File: src/rtl/spi_reg_access_ctrl_if.sv
//------------------------------------------------------------------------------
// spi_reg_access_ctrl_if : host request/response and SPI-master frame channels
// Revision: 1.0
//------------------------------------------------------------------------------
`default_nettype none

interface spi_reg_access_ctrl_if;
  logic        req_valid;
  logic        req_ready;
  logic        req_wr;
  logic [6:0]  req_addr;
  logic [7:0]  req_wdata;
  logic        resp_valid;
  logic [7:0]  resp_rdata;
  logic        resp_err;
  logic [15:0] tx_data;
  logic        tx_data_en;
  logic        spi_ready;
  logic [7:0]  spi_rdata;
  logic        spi_rdata_vld;

  modport slave (
    input  req_valid, req_wr, req_addr, req_wdata,
    input  spi_ready, spi_rdata, spi_rdata_vld,
    output req_ready, resp_valid, resp_rdata, resp_err,
    output tx_data, tx_data_en
  );

  modport master (
    output req_valid, req_wr, req_addr, req_wdata,
    output spi_ready, spi_rdata, spi_rdata_vld,
    input  req_ready, resp_valid, resp_rdata, resp_err,
    input  tx_data, tx_data_en
  );
endinterface

`default_nettype wire

File: src/rtl/spi_reg_access_ctrl.sv
//------------------------------------------------------------------------------
// spi_reg_access_ctrl : single-register read/write requests -> 16-bit SPI frames
// Revision: 1.0
//------------------------------------------------------------------------------
`default_nettype none

module spi_reg_access_ctrl #(
  parameter int unsigned GAP_CYC     = 4,
  parameter int unsigned TIMEOUT_CYC = 1024
) (
  input  logic                        clk,
  input  logic                        rst_n,
  spi_reg_access_ctrl_if.slave        bus
);

  typedef enum logic [2:0] {
    ST_GAP   = 3'd0,
    ST_IDLE  = 3'd1,
    ST_ISSUE = 3'd2,
    ST_BUSY  = 3'd3,
    ST_DONE  = 3'd4,
    ST_RESP  = 3'd5
  } state_t;

  localparam logic [15:0] C_GAP     = 16'(GAP_CYC);
  localparam logic [15:0] C_TO_LAST = 16'(TIMEOUT_CYC - 1);

  state_t      state_q;
  logic [15:0] gap_q;
  logic [15:0] tcnt_q;
  logic        wr_q;
  logic [6:0]  addr_q;
  logic [7:0]  wdata_q;
  logic [7:0]  rbuf_q;
  logic        got_q;
  logic        req_ready_q;
  logic        resp_valid_q;
  logic [7:0]  resp_rdata_q;
  logic        resp_err_q;
  logic [15:0] tx_data_q;
  logic        tx_en_q;
  logic        timeout_hit;

  assign timeout_hit = (tcnt_q >= C_TO_LAST);

  always_ff @(posedge clk or negedge rst_n) begin
    if (!rst_n) begin
      state_q      <= ST_GAP;
      gap_q        <= C_GAP;
      tcnt_q       <= 16'd0;
      wr_q         <= 1'b0;
      addr_q       <= 7'd0;
      wdata_q      <= 8'd0;
      rbuf_q       <= 8'd0;
      got_q        <= 1'b0;
      req_ready_q  <= 1'b0;
      resp_valid_q <= 1'b0;
      resp_rdata_q <= 8'd0;
      resp_err_q   <= 1'b0;
      tx_data_q    <= 16'd0;
      tx_en_q      <= 1'b0;
    end else begin
      tx_en_q      <= 1'b0;
      resp_valid_q <= 1'b0;
      case (state_q)
        ST_GAP: begin
          if (gap_q == 16'd0) begin
            state_q     <= ST_IDLE;
            req_ready_q <= 1'b1;
          end else begin
            gap_q <= gap_q - 16'd1;
          end
        end
        ST_IDLE: begin
          if (bus.req_valid) begin
            wr_q        <= bus.req_wr;
            addr_q      <= bus.req_addr;
            wdata_q     <= bus.req_wdata;
            got_q       <= 1'b0;
            tcnt_q      <= 16'd0;
            req_ready_q <= 1'b0;
            state_q     <= ST_ISSUE;
          end
        end
        ST_ISSUE, ST_BUSY, ST_DONE: begin
          if (tcnt_q != 16'hFFFF) begin
            tcnt_q <= tcnt_q + 16'd1;
          end
          // The watchdog wins over any progress made in the same cycle.
          if (timeout_hit) begin
            resp_valid_q <= 1'b1;
            resp_err_q   <= 1'b1;
            resp_rdata_q <= 8'd0;
            state_q      <= ST_RESP;
          end else begin
            case (state_q)
              ST_ISSUE: begin
                if (bus.spi_ready) begin
                  tx_en_q   <= 1'b1;
                  tx_data_q <= {wr_q, addr_q, wr_q ? wdata_q : 8'h00};
                  tcnt_q    <= 16'd0;
                  state_q   <= ST_BUSY;
                end
              end
              ST_BUSY: begin
                if (!bus.spi_ready) begin
                  state_q <= ST_DONE;
                end
              end
              default: begin
                if (wr_q) begin
                  if (bus.spi_ready) begin
                    resp_valid_q <= 1'b1;
                    resp_err_q   <= 1'b0;
                    resp_rdata_q <= 8'd0;
                    state_q      <= ST_RESP;
                  end
                end else begin
                  if (bus.spi_rdata_vld) begin
                    rbuf_q <= bus.spi_rdata;
                    got_q  <= 1'b1;
                  end
                  if (bus.spi_ready && (got_q || bus.spi_rdata_vld)) begin
                    resp_valid_q <= 1'b1;
                    resp_err_q   <= 1'b0;
                    resp_rdata_q <= bus.spi_rdata_vld ? bus.spi_rdata : rbuf_q;
                    state_q      <= ST_RESP;
                  end
                end
              end
            endcase
          end
        end
        ST_RESP: begin
          gap_q   <= C_GAP;
          state_q <= ST_GAP;
        end
        default: begin
          gap_q   <= C_GAP;
          state_q <= ST_GAP;
        end
      endcase
    end
  end

  assign bus.req_ready  = req_ready_q;
  assign bus.resp_valid = resp_valid_q;
  assign bus.resp_rdata = resp_rdata_q;
  assign bus.resp_err   = resp_err_q;
  assign bus.tx_data    = tx_data_q;
  assign bus.tx_data_en = tx_en_q;

endmodule

`default_nettype wire

File: src/flat_wrapper.sv
// flat-port wrapper written by rule: the top's interface ports become plain ports
module spi_reg_access_ctrl_flat 
#(
  parameter int unsigned GAP_CYC     = 4,
  parameter int unsigned TIMEOUT_CYC = 1024
)
  (clk, rst_n, bus_req_valid, bus_req_wr, bus_req_addr, bus_req_wdata, bus_spi_ready, bus_spi_rdata, bus_spi_rdata_vld, bus_req_ready, bus_resp_valid, bus_resp_rdata, bus_resp_err, bus_tx_data, bus_tx_data_en);
  spi_reg_access_ctrl_if bus_i ();
  input  logic clk;
  input  logic rst_n;
  input wire logic [$bits(bus_i.req_valid)-1:0] bus_req_valid;
  input wire logic [$bits(bus_i.req_wr)-1:0] bus_req_wr;
  input wire logic [$bits(bus_i.req_addr)-1:0] bus_req_addr;
  input wire logic [$bits(bus_i.req_wdata)-1:0] bus_req_wdata;
  input wire logic [$bits(bus_i.spi_ready)-1:0] bus_spi_ready;
  input wire logic [$bits(bus_i.spi_rdata)-1:0] bus_spi_rdata;
  input wire logic [$bits(bus_i.spi_rdata_vld)-1:0] bus_spi_rdata_vld;
  output wire logic [$bits(bus_i.req_ready)-1:0] bus_req_ready;
  output wire logic [$bits(bus_i.resp_valid)-1:0] bus_resp_valid;
  output wire logic [$bits(bus_i.resp_rdata)-1:0] bus_resp_rdata;
  output wire logic [$bits(bus_i.resp_err)-1:0] bus_resp_err;
  output wire logic [$bits(bus_i.tx_data)-1:0] bus_tx_data;
  output wire logic [$bits(bus_i.tx_data_en)-1:0] bus_tx_data_en;
  assign bus_i.req_valid = bus_req_valid;
  assign bus_i.req_wr = bus_req_wr;
  assign bus_i.req_addr = bus_req_addr;
  assign bus_i.req_wdata = bus_req_wdata;
  assign bus_i.spi_ready = bus_spi_ready;
  assign bus_i.spi_rdata = bus_spi_rdata;
  assign bus_i.spi_rdata_vld = bus_spi_rdata_vld;
  assign bus_req_ready = bus_i.req_ready;
  assign bus_resp_valid = bus_i.resp_valid;
  assign bus_resp_rdata = bus_i.resp_rdata;
  assign bus_resp_err = bus_i.resp_err;
  assign bus_tx_data = bus_i.tx_data;
  assign bus_tx_data_en = bus_i.tx_data_en;
  spi_reg_access_ctrl #(.GAP_CYC(GAP_CYC), .TIMEOUT_CYC(TIMEOUT_CYC)) u_core (.clk(clk), .rst_n(rst_n), .bus(bus_i));
endmodule
File: config.mk
export PLATFORM = sky130hd
export DESIGN_NAME = spi_reg_access_ctrl_flat
export DESIGN_NICKNAME = d
export VERILOG_FILES = /design/src/rtl/spi_reg_access_ctrl_if.sv /design/src/rtl/spi_reg_access_ctrl.sv /design/src/flat_wrapper.sv
export SDC_FILE = /design/constraint.sdc
export NUM_CORES = 1
export LEC_CHECK = 0
export ABC_AREA = 1
export CAP_MARGIN = 15
export CORE_AREA = 2 2 93 95
export DETAILED_ROUTE_END_ITERATION = 8
export DIE_AREA = 0 0 95 97
export GPL_ROUTABILITY_DRIVEN = 0
export GPL_TIMING_DRIVEN = 0
export PLACE_DENSITY = 0.78
export SLEW_MARGIN = 0
export SYNTH_ARGS = -nofsm -noshare
export SYNTH_HDL_FRONTEND = slang
export SYNTH_SLANG_ARGS = --single-unit
File: constraint.sdc
create_clock -name clk -period 1.9 [get_ports clk]
set_input_delay 0.38 -clock clk [delete_from_list [all_inputs] [get_ports clk]]
set_output_delay 0.38 -clock clk [all_outputs]
set_load 0.005 [all_outputs]
==> flow_summary_export.csv, run 1 <==
group,metric,value,unit
run_status,status,"complete, but fails checks",
run_status,violations,"negative hold slack",
cts,max-clock-path-buffers,2,
global_route,first_global_vias,3659,
synthesis,async_flop_share,100,%
synthesis,yosys.area_share.simple,28.9,%
floorplanning,coreArea,8130,um2
route,drt_iter0_drc,230,
cells_and_area,layout_common_cells,"139 x nand2_1, 87 x dfrtp_1, 56 x inv_1",
cts,clock_sinks,88,
route,vias,3821,
timing,clock.fmax,546,MHz
synthesis,synth_top_family_by_area,"simple AND/OR/NAND/NOR gates",
synthesis,synth_edf_count,0,
synthesis,ys.flop_type,"dfrtp_1",
power,peakVddDrop,978,uV
route,drtPass1Iterations,5,
synthesis,synth_compound_area_share,10.8,%
global_route,grt_max_degree,49,
floorplanning,die_h,97,um
global_route,antenna_found_initial,0,
worst_setup_path,cp-startpoint,"u_core.tcnt_q[0]",
global_route,grt_pass1_wl,16400,um
worst_setup_path,crit_family,"simple AND/OR/NAND/NOR gates",
floorplanning,dieArea,9220,um2
cells_and_area,multiInputGateArea,1930,um2
synthesis,synth_area,4420,um2
cts,clk_pin_slew,0.10,ns
cts,hold_buffers,0,
worst_setup_path,crit_chain,"ha_1 > nand3_2 > nor2_4 > a21oi_4 > inv_2 > nor2_8 > nand2_4 > buf_6 > nand2_2 > o21ai_2",
timing,whs,-0.00687,ns
route,ant_nets,0,
synthesis,synthCells,538,
cts,cts.htree.levels,3,
floorplanning,ios,57,
power,power.leakage,2.65,nW
synthesis,ys_seq_elements,88,
cts,clock_latency,0.36,ns
timing,hold_violations,2,
timing,worst_pin_slew,0.543,ns
cells_and_area,insertedDiodeCount,0,
power,total_power,9.05,mW
timing,fin_tns_setup,0,ns
worst_setup_path,critPathLaunchType,"register",
worst_setup_path,cp-end-kind,"register",
timing,setup_viol,0,
cts,cts_tree,"done",
place,dp_hpwl,6970,um
route,drt-total-wl,9680,um
hold_path,min-delay-path-class,"in -> async",
synthesis,synth_fp_nets,570,
global_route,overflow,0,
synthesis,yosys_warnings,0,
cells_and_area,fillers,657,
synthesis,synthMuxAreaShare,1.81,%
synthesis,syn_avg_cell_area,8.21,um2
floorplanning,start_util,54.3,%
cts,cts_buffers,9,
synthesis,synth-seq-area-share,49.9,%
power,power_density,1670,nW/um2
timing,min_period,1.83,ns
worst_setup_path,cp.arrival,2.08,ns
route,vias_per_cell,5.31,
timing,skew,0.0151,ns
worst_setup_path,cp_slowest_cell,"dfrtp_1",
cells_and_area,seqCellArea,2200,um2
timing,maxSlewHeadroom,63.8,%
run,maxCapViolations,0,
worst_setup_path,crit_required,2.15,ns
synthesis,synthAdderAreaFrac,0.850,%
cells_and_area,drive_above_1_share,13.0,%
route,wl_per_cell,13.5,um
worst_setup_path,rr_startpoint,"u_core.tcnt_q[0]",
timing,fin_crit_sh,96.4,%
synthesis,ys_types,35,
cells_and_area,area_growth,22.6,%
timing,maxSlewViolCount,0,
worst_setup_path,critPathMaxFanout,10,
synthesis,synth-xor-area-share,0.992,%
floorplanning,num_rows,33,
cts,root_buffer,"clkbuf_8",
global_route,grt_usage,22.3,%
cells_and_area,final_common_cell,"nand2_1",
worst_setup_path,max_stage_delay,0.40,ns
worst_setup_path,critical_path_class,"reg -> reg",
place,portBuffers,55,
worst_setup_path,crit_buf_inv,2,
cells_and_area,nets,641,
route,route.detailed.drc,0,
floorplanning,die_w,95,um
[worst paths after layout]
kind	to	cells after the start	slack [ns]
min reg2reg	u_core.gap_q[14]	1	0.47
min	u_core.tcnt_q[3]	1	-0.007
min in group clk	u_core.gap_q[14]	1	0.47
max in group asynchronous	u_core.rbuf_q[0]	2	1.29
max	u_core.rbuf_q[6]	10	0.07
max reg2reg	u_core.rbuf_q[6]	10	0.07
[kinds of logic (layout without fill, tap and decap cells)]
logic type / count (synthesis) / after routing
flops: 88 / 88
buf+inv: 75 / 151
mux: 8 / 8
fa+ha+maj: 3 / 3
simple gates: 275 / 275
compound gates: 84 / 84
xor+xnor: 5 / 5
[where the power goes]
part,leakage (nW),internal [mW],total [mW],switching (mW)
clock,0.118,0.824,1.52,0.695
sequential,1.14,2.64,3.14,0.508
combinational,1.38,1.74,4.39,2.65
[layout make-up]
class                      instances  area share (%)
inverter                          67            4.69
sequential                        88            40.7
multi-input combinational        375            35.7
clock inverter                     5            1.62
timing repair buffer              60            11.2
tap                              105            2.43
clock buffer                      11            2.80
buffer                             8           0.855
[stage by stage]
step                std cells  hold WS, ns  area [um2]  worst slack (ns)  utilization [%]
floorplan                 538       0.0844        4420             0.215                -
global placement          698        0.452        5100             -2.67             62.7
detailed placement        699        0.404        5120          -0.00440             63.0
CTS                       716      0.00965        5370            0.0661             66.0
global route              719       0.0323        5410           -0.0126             66.5
finish                    719     -0.00687        5410            0.0679             66.5
[cells in the mapped netlist, types with 5 or more instances]
library cell / count / area (um2)
a21oi_1: 6 / 30.0
buf_2: 6 / 30.0
dfrtp_1: 87 / 2180
inv_1: 56 / 210
inv_2: 10 / 37.5
mux2i_1: 8 / 80.1
nand2_1: 141 / 529
nand2_2: 9 / 56.3
nand3_1: 40 / 200
nand3b_1: 11 / 82.6
nand4_1: 14 / 87.6
nor2_1: 39 / 146
nor2_2: 6 / 37.5
o21ai_0: 34 / 170
o21ai_1: 27 / 135
o21ai_2: 8 / 70.1
xor2_1: 5 / 43.8
[registers in the layout, summed over array words and instances, names as in the netlist, 3 cells and up]
| register | cells |
|---|---|
| u_core.bus.tx_data | 16 |
| u_core.gap_q | 16 |
| u_core.tcnt_q | 16 |
| u_core.bus.resp_rdata | 8 |
| u_core.rbuf_q | 8 |
| u_core.wdata_q | 8 |
| u_core.addr_q | 7 |
| u_core.state_q | 3 |
[worst register-to-register path: cells and delay by family (launching register included)]
family / cells / cell delay [ns]
AOI/OAI and AO/OA: 2 / 0.27
adders and majority gates: 1 / 0.25
buffers and inverters: 2 / 0.29
DFF: 1 / 0.40
and+or+nand+nor: 5 / 0.51
[repair_timing]
item / CTS / global route
pin swaps: 0 / 2
gates resized for setup: 0 / 7
setup buffers: 1 / 3
endpoints found under the setup margin: 6 / 35
cloned: 0 / 0
[layer usage]
metal / share of wire (%) / wire, um / up-vias / global-route usage [%]
met5: 0 / 0 / - / 0
met4: 0.94 / 91 / 0 / 6.58
met3: 5.1 / 493 / 10 / 4.67
met2: 48 / 4690 / 103 / 36.1
met1: 46 / 4410 / 1823 / 30.1
li1: - / - / 1885 / -
No activity file was read; power rests on OpenSTA's default activity.
==> run 2, diff against run 1 <==
--- a/config.mk
+++ b/config.mk
@@ -13,7 +13,7 @@
 export GPL_ROUTABILITY_DRIVEN = 0
 export GPL_TIMING_DRIVEN = 0
 export PLACE_DENSITY = 0.78
-export SLEW_MARGIN = 0
+export SLEW_MARGIN = 40
 export SYNTH_ARGS = -nofsm -noshare
 export SYNTH_HDL_FRONTEND = slang
 export SYNTH_SLANG_ARGS = --single-unit
==> run 2 against run 1 <==
  * The run now ends clean
  * Worst setup slack better by 0.018 ns
  * Maximum frequency rose by 0.99%
  * Wire length increased by 1.4%
  * Critical endpoint is now u_core.state_q[2]
  * Largest cell class unchanged
==> flow_summary_export.csv, run 2 (synthesis gave the netlist of run 1 again) <==
group,metric,value,unit
timing,fin_crit_sh,95.5,%
place,dp_hpwl,6960,um
route,drt_iter0_drc,192,
timing,fin_tns_setup,0,ns
timing,setup_viol,0,
timing,fin_ws,0.0859,ns
run,maxCapViolations,0,
route,route.detailed.drc,0,
cts,cts_tree,"done",
power,peakVddDrop,866,uV
route,drt-total-wl,9820,um
floorplanning,die_h,97,um
floorplanning,start_util,54.3,%
global_route,grt_usage,22.5,%
timing,hold_violations,0,
floorplanning,num_rows,33,
floorplanning,ios,57,
place,dp.cells,699,
route,vias_per_cell,5.32,
floorplanning,dieArea,9220,um2
global_route,overflow,0,
global_route,first_global_vias,3678,
power,power.leakage,2.65,nW
place,portBuffers,55,
timing,clock.fmax,551,MHz
run_status,status,"complete, no violations",
cells_and_area,area_growth,23.0,%
cells_and_area,fillers,660,
cts,cts.htree.levels,3,
timing,worst_pin_slew,0.393,ns
worst_setup_path,critical_path_class,"reg -> reg",
route,wl_per_cell,13.6,um
cells_and_area,final_common_cell,"nand2_1",
global_route,grt_max_degree,49,
timing,skew,0.0124,ns
floorplanning,coreArea,8130,um2
global_route,antenna_found_initial,0,
cts,clk_pin_slew,0.09,ns
hold_path,min-delay-path-class,"reg -> reg",
worst_setup_path,cp-end-kind,"register",
route,vias,3827,
cts,cts_buffers,9,
cells_and_area,multiInputGateArea,1930,um2
worst_setup_path,crit_required,2.20,ns
route,drtPass1Iterations,5,
timing,min_period,1.81,ns
worst_setup_path,cp.arrival,2.12,ns
place,post-place-ws,-0.00161,ns
cells_and_area,layout_common_cells,"138 x nand2_1, 86 x dfrtp_1, 56 x inv_1",
timing,maxSlewHeadroom,73.8,%
worst_setup_path,critPathLaunchType,"register",
global_route,grt_pass1_wl,16600,um
cts,clock_latency,0.35,ns
cts,max-clock-path-buffers,2,
power,power_density,1680,nW/um2
power,total_power,9.10,mW
cells_and_area,insertedDiodeCount,0,
cells_and_area,drive_above_1_share,13.5,%
cells_and_area,seqCellArea,2200,um2
timing,maxSlewViolCount,0,
route,ant_nets,0,
cells_and_area,layoutNonFillerInstCount,720,
cells_and_area,nets,642,
cts,clock_sinks,88,
worst_setup_path,critPathMaxFanout,5,
cts,root_buffer,"clkbuf_8",
floorplanning,die_w,95,um
[run 2: cell types whose count changed in the layout (fill, tap and decap cells not counted), sizes merged]
cell	previous run	this run
dlygate4sd3	0	1
[run 2: worst paths after layout]
kind	from	endpoint	slack [ns]	cells past startpoint
hold reg to reg	u_core.gap_q[14]	u_core.gap_q[14]	0.47	1
hold / removal	u_core.gap_q[14]	u_core.gap_q[14]	0.47	1
max in group asynchronous	rst_n	u_core.got_q	0.84	3
setup reg to reg	u_core.tcnt_q[1]	u_core.state_q[2]	0.09	10
min in group asynchronous	rst_n	u_core.tcnt_q[3]	0.49	2
setup / recovery	u_core.tcnt_q[1]	u_core.state_q[2]	0.09	10
[run 2: report_power, final]
part / internal (mW) / switching (mW)
sequential: 2.64 / 0.517
combinational: 1.77 / 2.66
clock: 0.824 / 0.688
[run 2: metal layers]
metal | share of wire, % | up-vias | wire (um) | GRT usage (%)
met5 | 0 | - | 0 | 0
met4 | 1.2 | 0 | 122 | 7.36
met3 | 4.6 | 12 | 455 | 4.60
met2 | 48 | 98 | 4740 | 36.7
met1 | 46 | 1826 | 4500 | 30.0
li1 | - | 1891 | - | -
[run 2: metrics by stage]
stage	hold slack, ns	utilization, %	cell area [um2]
final	0.473	66.8	5430
after global routing	0.504	66.8	5430
after CTS	0.475	66.2	5390
after detailed placement	0.319	63.0	5130
after global placement	0.452	62.7	5100
after floorplan	0.0844	-	4420
[run 2: cell type report]
type | count | area share [%]
Buffer | 8 | 0.853
Sequential cell | 88 | 40.6
Tap cell | 105 | 2.42
Multi-Input combinational cell | 375 | 35.6
Timing Repair Buffer | 61 | 11.4
Clock inverter | 5 | 1.61
Inverter | 67 | 4.72
Clock buffer | 11 | 2.79
[run 2: repair_timing]
item	CTS	global route
gates resized for setup	2	8
buffers inserted	1	3
gates cloned	0	0
pin swaps	1	3
endpoints found under the hold margin	39	0
hold buffers	1	0
endpoints found under the setup margin	9	36
[run 2: critical path, cell delays in order, from the launching register on]
cell,delay [ns]
dfrtp_1,0.39
ha_2,0.23
nand3_2,0.16
nor2_4,0.22
nand2_1,0.12
nand3_1,0.13
nor2_1,0.06
nor2_2,0.16
buf_4,0.14
nand4_1,0.07
nand2_1,0.08
==> run 3, diff against run 2 <==
--- a/config.mk
+++ b/config.mk
@@ -7,12 +7,12 @@
 export LEC_CHECK = 0
 export ABC_AREA = 1
 export CAP_MARGIN = 15
-export CORE_AREA = 2 2 93 95
+export CORE_AREA = 2 2 103 105
 export DETAILED_ROUTE_END_ITERATION = 8
-export DIE_AREA = 0 0 95 97
+export DIE_AREA = 0 0 105 107
 export GPL_ROUTABILITY_DRIVEN = 0
 export GPL_TIMING_DRIVEN = 0
-export PLACE_DENSITY = 0.78
+export PLACE_DENSITY = 0.66
 export SLEW_MARGIN = 40
 export SYNTH_ARGS = -nofsm -noshare
 export SYNTH_HDL_FRONTEND = slang
==> run 3 against run 2 <==
  * Power shrank 3.5%
  * Die area grew 22%
  * First-iteration DRC count grew 8.9%
  * Combinational power grew 1%
  * Critical endpoint is now u_core.rbuf_q[6]
  * Sequential share of layout area grew 0.19 points
  * Sequential power is essentially flat
  * Via count shrank 1.3%
  * Flip-flop and latch count is the same
  * Global-route usage shrank 3.4 points
  * Non-clock buffer count grew 1
==> flow_summary_export.csv, run 3 (synthesis gave the netlist of run 1 again) <==
group,metric,value,unit
run_status,status,"complete, no violations",
run,maxCapViolations,0,
cts,cts_tree,"done",
timing,maxSlewViolCount,0,
route,drtPass1Iterations,4,
cells_and_area,drive_above_1_share,13.4,%
timing,worst_pin_slew,0.344,ns
route,ant_nets,0,
timing,fin_ws,0.0937,ns
timing,rsz0062_at_grt,"yes",
timing,setup_viol,0,
global_route,grt_max_degree,54,
worst_setup_path,cp-end-kind,"register",
place,placed_cell_area,5160,um2
cells_and_area,stdcell_area,5400,um2
route,wl_per_cell,13.3,um
floorplanning,die_h,107,um
place,post-place-ws,0.00113,ns
timing,maxSlewHeadroom,77.0,%
place,dp_hpwl,7030,um
cells_and_area,layoutNonFillerInstCount,750,
timing,skew,0.00915,ns
worst_setup_path,reg2reg_slack,0.09,ns
cts,cts_buffers,9,
global_route,grt_pass1_wl,17300,um
worst_setup_path,critPathMaxFanout,10,
timing,fin_tns_setup,0,ns
timing,hold_violations,0,
cells_and_area,area_growth,22.3,%
cells_and_area,insertedDiodeCount,0,
worst_setup_path,reg2reg_depth,10,
timing,min_period,1.81,ns
route,vias_per_cell,5.04,
worst_setup_path,critical_path_class,"reg -> reg",
floorplanning,num_rows,37,
cts,max-clock-path-buffers,2,
route,route.detailed.drc,0,
power,total_power,8.78,mW
timing,clock.fmax,554,MHz
cells_and_area,nets,643,
worst_setup_path,reg2reg_to,"u_core.rbuf_q[6]",
hold_path,min-delay-path-class,"in -> async",
place,dp.cells,730,
cells_and_area,fillers,1009,
route,vias,3777,
cts,clk_pin_slew,0.09,ns
worst_setup_path,rr_startpoint,"u_core.tcnt_q[0]",
cts,clock_sinks,88,
place,portBuffers,55,
global_route,grt_usage,19.1,%
worst_setup_path,critPathLaunchType,"register",
power,peakVddDrop,733,uV
floorplanning,ios,57,
timing,fin_crit_sh,95.1,%
cts,cts.htree.levels,3,
timing,whs,0.472,ns
worst_setup_path,cp.arrival,2.06,ns
cells_and_area,layout_common_cells,"138 x nand2_1, 87 x dfrtp_1, 56 x inv_1",
cts,root_buffer,"clkbuf_8",
global_route,overflow,0,
global_route,first_global_vias,3711,
floorplanning,start_util,43.8,%
power,power.leakage,2.62,nW
cells_and_area,final_util,53.5,%
global_route,antenna_found_initial,0,
power,power_density,1630,nW/um2
floorplanning,die_w,105,um
route,drt_iter0_drc,209,
route,drt-total-wl,9970,um
worst_setup_path,crit_required,2.15,ns
cts,clock_latency,0.36,ns
cells_and_area,final_common_cell,"nand2_1",
floorplanning,dieArea,11200,um2
floorplanning,coreArea,10100,um2
[run 3: worst max-delay path, stage by stage, from the launching register on]
cell and delay, ns:
dfrtp_1 0.40, ha_2 0.22, nand3_2 0.14, nor2_4 0.08
a21oi_4 0.23, inv_2 0.10, nor2_8 0.14, nand2_4 0.09
buf_6 0.18, nand2_2 0.06, o21ai_2 0.04
[run 3: how the worst max path moves through the flow]
stage	startpoint	endpoint	slack [ns]
final	u_core.tcnt_q[0]	u_core.rbuf_q[6]	0.09
after global routing	u_core.tcnt_q[0]	u_core.rbuf_q[6]	-0.006
after CTS	u_core.tcnt_q[0]	u_core.rbuf_q[6]	0.06
after detailed placement	u_core.tcnt_q[0]	u_core.rbuf_q[6]	0.001
after global placement	rst_n	u_core.addr_q[5]	-2.78
after floorplan	u_core.tcnt_q[0]	u_core.rbuf_q[5]	0.21
[run 3: report_power, final]
| group | switching [mW] | internal [mW] | total [mW] |
|---|---|---|---|
| combinational | 2.70 | 1.79 | 4.49 |
| clock | 0.664 | 0.490 | 1.15 |
| sequential | 0.502 | 2.64 | 3.14 |
[run 3: what timing repair did]
action,4_1_cts,5_1_grt
endpoints found under the setup margin,6,35
setup buffers,2,3
gates resized for setup,1,9
hold buffers,1,0
pin swaps,1,2
endpoints found under the hold margin,35,0
[run 3: layer usage]
metal | GRT usage (%) | share of wire, % | routed length, um
met5 | 0 | 0 | 0
met4 | 9.33 | 2.3 | 234
met3 | 3.28 | 4.5 | 450
met2 | 30.4 | 46 | 4550
met1 | 25.4 | 47 | 4730
[run 3: area by class of cell]
| type | instances | area [um2] | area share, % |
|---|---|---|---|
| Buffer | 8 | 48.8 | 0.903 |
| Clock buffer | 10 | 138 | 2.55 |
| Clock inverter | 4 | 22.5 | 0.417 |
| Inverter | 67 | 254 | 4.70 |
| Multi-Input combinational cell | 375 | 1940 | 35.9 |
| Sequential cell | 88 | 2200 | 40.8 |
| Tap cell | 136 | 170 | 3.15 |
| Timing Repair Buffer | 62 | 627 | 11.6 |
